<file path="src/rtl/exibe_sequencia.sv">
// exibe_sequencia: plays back the stored game sequence on the LEDs.
// On a start request it walks memory addresses 0..limite. Each value is lit
// for T_ON cycles and then blanked for T_OFF cycles. After the last element
// it pulses pronto so the play-checking unit can begin accepting moves.
// All outputs are decoded from registered state, so they never follow the
// inputs combinationally.
module exibe_sequencia #(
  parameter int ADDR_W = 4,
  parameter int DATA_W = 4,
  parameter int T_ON   = 1000,
  parameter int T_OFF  = 500
) (
  input  logic              clock,
  input  logic              reset_n,
  input  logic              iniciar,
  input  logic [ADDR_W-1:0] limite,
  input  logic [DATA_W-1:0] mem_dado,
  output logic [ADDR_W-1:0] mem_endereco,
  output logic [DATA_W-1:0] leds,
  output logic              mostrando,
  output logic              pronto,
  output logic [3:0]        db_estado
);

  // The timer must be able to hold the larger of the two terminal counts.
  localparam int T_MAX = (T_ON > T_OFF) ? T_ON : T_OFF;
  localparam int TMR_W = $clog2(T_MAX + 1);
  localparam logic [TMR_W-1:0] T_ON_LAST  = TMR_W'(T_ON - 1);
  localparam logic [TMR_W-1:0] T_OFF_LAST = TMR_W'(T_OFF - 1);

  typedef enum logic [2:0] {
    OCIOSO  = 3'd0,
    CARREGA = 3'd1,
    ACENDE  = 3'd2,
    APAGA   = 3'd3,
    AVANCA  = 3'd4,
    FIM     = 3'd5
  } estado_t;

  estado_t           estado_q, estado_d;
  logic [ADDR_W-1:0] end_q, end_d;
  logic [TMR_W-1:0]  tmr_q, tmr_d;
  logic [DATA_W-1:0] dado_q, dado_d;
  logic [ADDR_W-1:0] lim_q, lim_d;

  // State, address, timer, data and latched-limit registers.
  always_ff @(posedge clock or negedge reset_n) begin
    if (!reset_n) begin
      estado_q <= OCIOSO;
      end_q    <= '0;
      tmr_q    <= '0;
      dado_q   <= '0;
      lim_q    <= '0;
    end else begin
      estado_q <= estado_d;
      end_q    <= end_d;
      tmr_q    <= tmr_d;
      dado_q   <= dado_d;
      lim_q    <= lim_d;
    end
  end

  // Next-state logic. The address only advances when it is below the
  // latched limit, so it can never wrap, even with limite at all-ones.
  always_comb begin
    estado_d = estado_q;
    end_d    = end_q;
    tmr_d    = tmr_q;
    dado_d   = dado_q;
    lim_d    = lim_q;
    case (estado_q)
      OCIOSO: begin
        if (iniciar) begin
          lim_d    = limite;
          end_d    = '0;
          tmr_d    = '0;
          estado_d = CARREGA;
        end else begin
          estado_d = OCIOSO;
        end
      end
      CARREGA: begin
        dado_d   = mem_dado;
        tmr_d    = '0;
        estado_d = ACENDE;
      end
      ACENDE: begin
        if (tmr_q == T_ON_LAST) begin
          tmr_d    = '0;
          estado_d = APAGA;
        end else begin
          tmr_d    = tmr_q + TMR_W'(1);
        end
      end
      APAGA: begin
        if (tmr_q == T_OFF_LAST) begin
          tmr_d = '0;
          if (end_q == lim_q) begin
            estado_d = FIM;
          end else begin
            estado_d = AVANCA;
          end
        end else begin
          tmr_d = tmr_q + TMR_W'(1);
        end
      end
      AVANCA: begin
        end_d    = end_q + ADDR_W'(1);
        estado_d = CARREGA;
      end
      FIM: begin
        estado_d = OCIOSO;
      end
      default: begin
        estado_d = OCIOSO;
      end
    endcase
  end

  // Moore output decode from the registered state only.
  always_comb begin
    leds      = '0;
    mostrando = 1'b0;
    pronto    = 1'b0;
    db_estado = 4'hF;
    case (estado_q)
      OCIOSO: begin
        db_estado = 4'd0;
      end
      CARREGA: begin
        db_estado = 4'd1;
        mostrando = 1'b1;
      end
      ACENDE: begin
        db_estado = 4'd2;
        mostrando = 1'b1;
        leds      = dado_q;
      end
      APAGA: begin
        db_estado = 4'd3;
        mostrando = 1'b1;
      end
      AVANCA: begin
        db_estado = 4'd4;
        mostrando = 1'b1;
      end
      FIM: begin
        db_estado = 4'd5;
        pronto    = 1'b1;
      end
      default: begin
        db_estado = 4'hF;
      end
    endcase
  end

  assign mem_endereco = end_q;

endmodule

</file>
<file path="config.mk">
export PLATFORM = sky130hd
export DESIGN_NAME = exibe_sequencia
export DESIGN_NICKNAME = d
export VERILOG_FILES = /design/src/rtl/exibe_sequencia.sv
export SDC_FILE = /design/constraint.sdc
export NUM_CORES = 1
export LEC_CHECK = 0
export CORE_ASPECT_RATIO = 1.4
export CORE_MARGIN = 4
export CORE_UTILIZATION = 46
export DETAILED_ROUTE_END_ITERATION = 6
export GPL_ROUTABILITY_DRIVEN = 0
export GPL_TIMING_DRIVEN = 0
export PLACE_DENSITY = 0.71
export SETUP_SLACK_MARGIN = 0.4
export SKIP_CTS_REPAIR_TIMING = 1
export SYNTH_ARGS = -nofsm -noshare
export SYNTH_HDL_FRONTEND = slang
export SYNTH_SLANG_ARGS = --single-unit
</file>
<file path="constraint.sdc">
create_clock -name clock -period 1.6 [get_ports clock]
set_input_delay 0.24 -clock clock [delete_from_list [all_inputs] [get_ports clock]]
set_output_delay 0.24 -clock clock [all_outputs]
set_load 0.02 [all_outputs]
</file>
==> run metrics <==
syn avg cell area 9.55 µm²; fraction of layout cells with a size suffix above 1 between 50% and 60%; I/O pin count 25; Max Clock Freq 609 MHz; Peak VDD IR 591 µV; first-pass GRT wire length 5790 µm; initial antenna violation count 0; MaxCap Viol Count 0; clk_lat worst skew 270 ps; cells after synthesis about 150; Final Hold Fails 0; Core Area ~2900 µm²; failing checks setup timing; Slew HR 23.0%; DIE HEIGHT roughly 73 µm; Hold WC Path Type in -> async; Slowest cell on crit path or4_1; ANT nets after route 0; largest cells by area after synthesis dfrtp_1, mux2_2, nand2_1; vias in the first global route 1281; Post-synth EDFFs 0; share of the synthesized area in the top cell type 44.9%; CTS Buffer Depth 2; # diodes 0; largest net degree at the start of global routing 26; gr ovfl total 0; outcome complete, but fails checks; Yosys reg bits 25; NumNets Final 212; post-synthesis async set-or-reset flop share 100%; Root Driver clkbuf_8; Post-synth top cells dfrtp_1, nand2_1, nand3_1, nor2_1, o21ai_0; Cell Area, Synth ~1400 µm²; final worst clock skew 5.85 ps; cell taking the most area after synthesis dfrtp_1; RSZ-0062 raised after global routing true; Buf+Inv Stages, Crit Path 0; Die W 54.5 µm; yosys warns 0; Final period util 103%; Slew Viols, Final 0; Worst setup EP type flip-flop; detailed-router iteration count before antenna repair 4; Synth Flop Type dfrtp_1; initial DRC count 40; Syn Nets 159; Setup crit start kind flip-flop; Num CTS Buffers 3; Netlist cell types between 40 and 50; WL final 4520 µm; Util after Layout 80.2%; Seq/Total Area, Yosys about 45%; number of cell rows 23; Max FO, Critical Path 5; required time worst endpoint 1790 ps; die area 3990 µm²; fin worst setup slack -43.2 ps; Final Setup Violations 9; leakage 1.02 nW; Vias/cell 6.12; H-tree depth 1; wire length per cell 19.2 µm; GRT Overall Usage 19.4%; Area after DPL roughly 1900 µm²; most frequent cell after synthesis dfrtp_1; pwr/cell area 487 nW/µm²; Worst-Margin Slew 1150 ps; # DRC 0; critical-path cell list xor2_1 > or4_1 > o31a_1 > o211ai_1; dpl hpwl 2500 µm; Sink Count 25; CTS clk-pin slew, worst paths ~90 ps; max incr delay on CP 500 ps; area growth from synthesis to layout 65.5%; PortBufs 24; CP Class reg -> reg; fin crit period roughly 1600 ps; Final Cell Area around 2300 µm²; Worst EP arrival around 1800 ps; Top delay family on crit path simple AND/OR/NAND/NOR gates; pre-CTS setup slack -268 ps; Initial Util 48.4%; CTS tree yes; Vias 1438
through the flow:
step	instances	TNS [ps]	hold slack (ps)	power [mW]
4_1_cts	211	-4310	528	1.13
3_5_place_dp	207	-4250	505	0.751
2_1_floorplan	146	-38.5	-55.6	0.696
5_1_grt	235	-1100	296	1.16
6_report	235	-303	185	1.12
3_3_place_gp	207	-2150	495	0.747
placed cells by master, fill, tap and decap left out, types with 3 or more instances in the layout:
cell	netlist	layout
nor2_1	9	5
mux2_4	0	8
dfrtp_2	0	8
nor3_1	6	4
dfrtp_1	25	17
buf_4	0	17
nand4_1	3	3
buf_8	0	4
nand3_2	0	5
buf_6	1	19
nand3_1	9	4
clkbuf_8	0	3
xor2_1	4	4
clkbuf_2	0	3
nand2_1	18	15
and2_4	0	5
clkdlybuf4s50_1	0	9
o21ai_2	0	4
nor2_4	0	4
worst paths after layout:
path,start,to,slack (ps),cells after the start
worst max-delay path,mem_endereco[1],estado_q[0],-40,4
worst min-delay path,reset_n,tmr_q[7],190,1
worst max register to register,mem_endereco[1],estado_q[0],-40,4
worst min register to register,dado_q[0],dado_q[0],520,1
max in group asynchronous,reset_n,mem_endereco[0],640,1
min in group clock,dado_q[0],dado_q[0],520,1
per-layer routing:
layer	global-route usage (%)	share of wire [%]	wire length [µm]	vias up
met4	7.76	4.3	193	0
met3	1.84	4.2	190	19
li1	-	-	-	641
met5	0	0	0	-
met2	33.0	53	2400	58
met1	24.4	38	1730	720
cell families (layout without fill, tap and decap cells):
logic type      Yosys count  count (layout)  synth area share [%]
flops                    25              25                  44.9
compound gates           27              27                  14.4
fa+ha+maj                 2               2                  1.80
mux                       8               8                  6.46
simple gates             67              67                  25.4
buf+inv                  12              64                  3.95
xor+xnor                  5               5                  3.14
final cells by class:
cell class,count,area (µm²)
tap,37,46.3
inverter,3,11.3
sequential,25,636
clock buffer,4,45.0
fill,176,571
buffer,9,103
timing repair buffer,48,473
multi-input combinational,109,993
where the power goes:
part	total (mW)	internal [mW]	switching (mW)
clock	0.383	0.178	0.205
sequential	0.650	0.641	0.00836
combinational	0.0899	0.0547	0.0353
flip-flops by register name (all words and copies together), names as in the netlist:
register and cells:
mem_endereco 4, dado_q 4, lim_q 4, tmr_q 10
estado_q 3
Note: power is estimated with default switching activity, not from simulation.
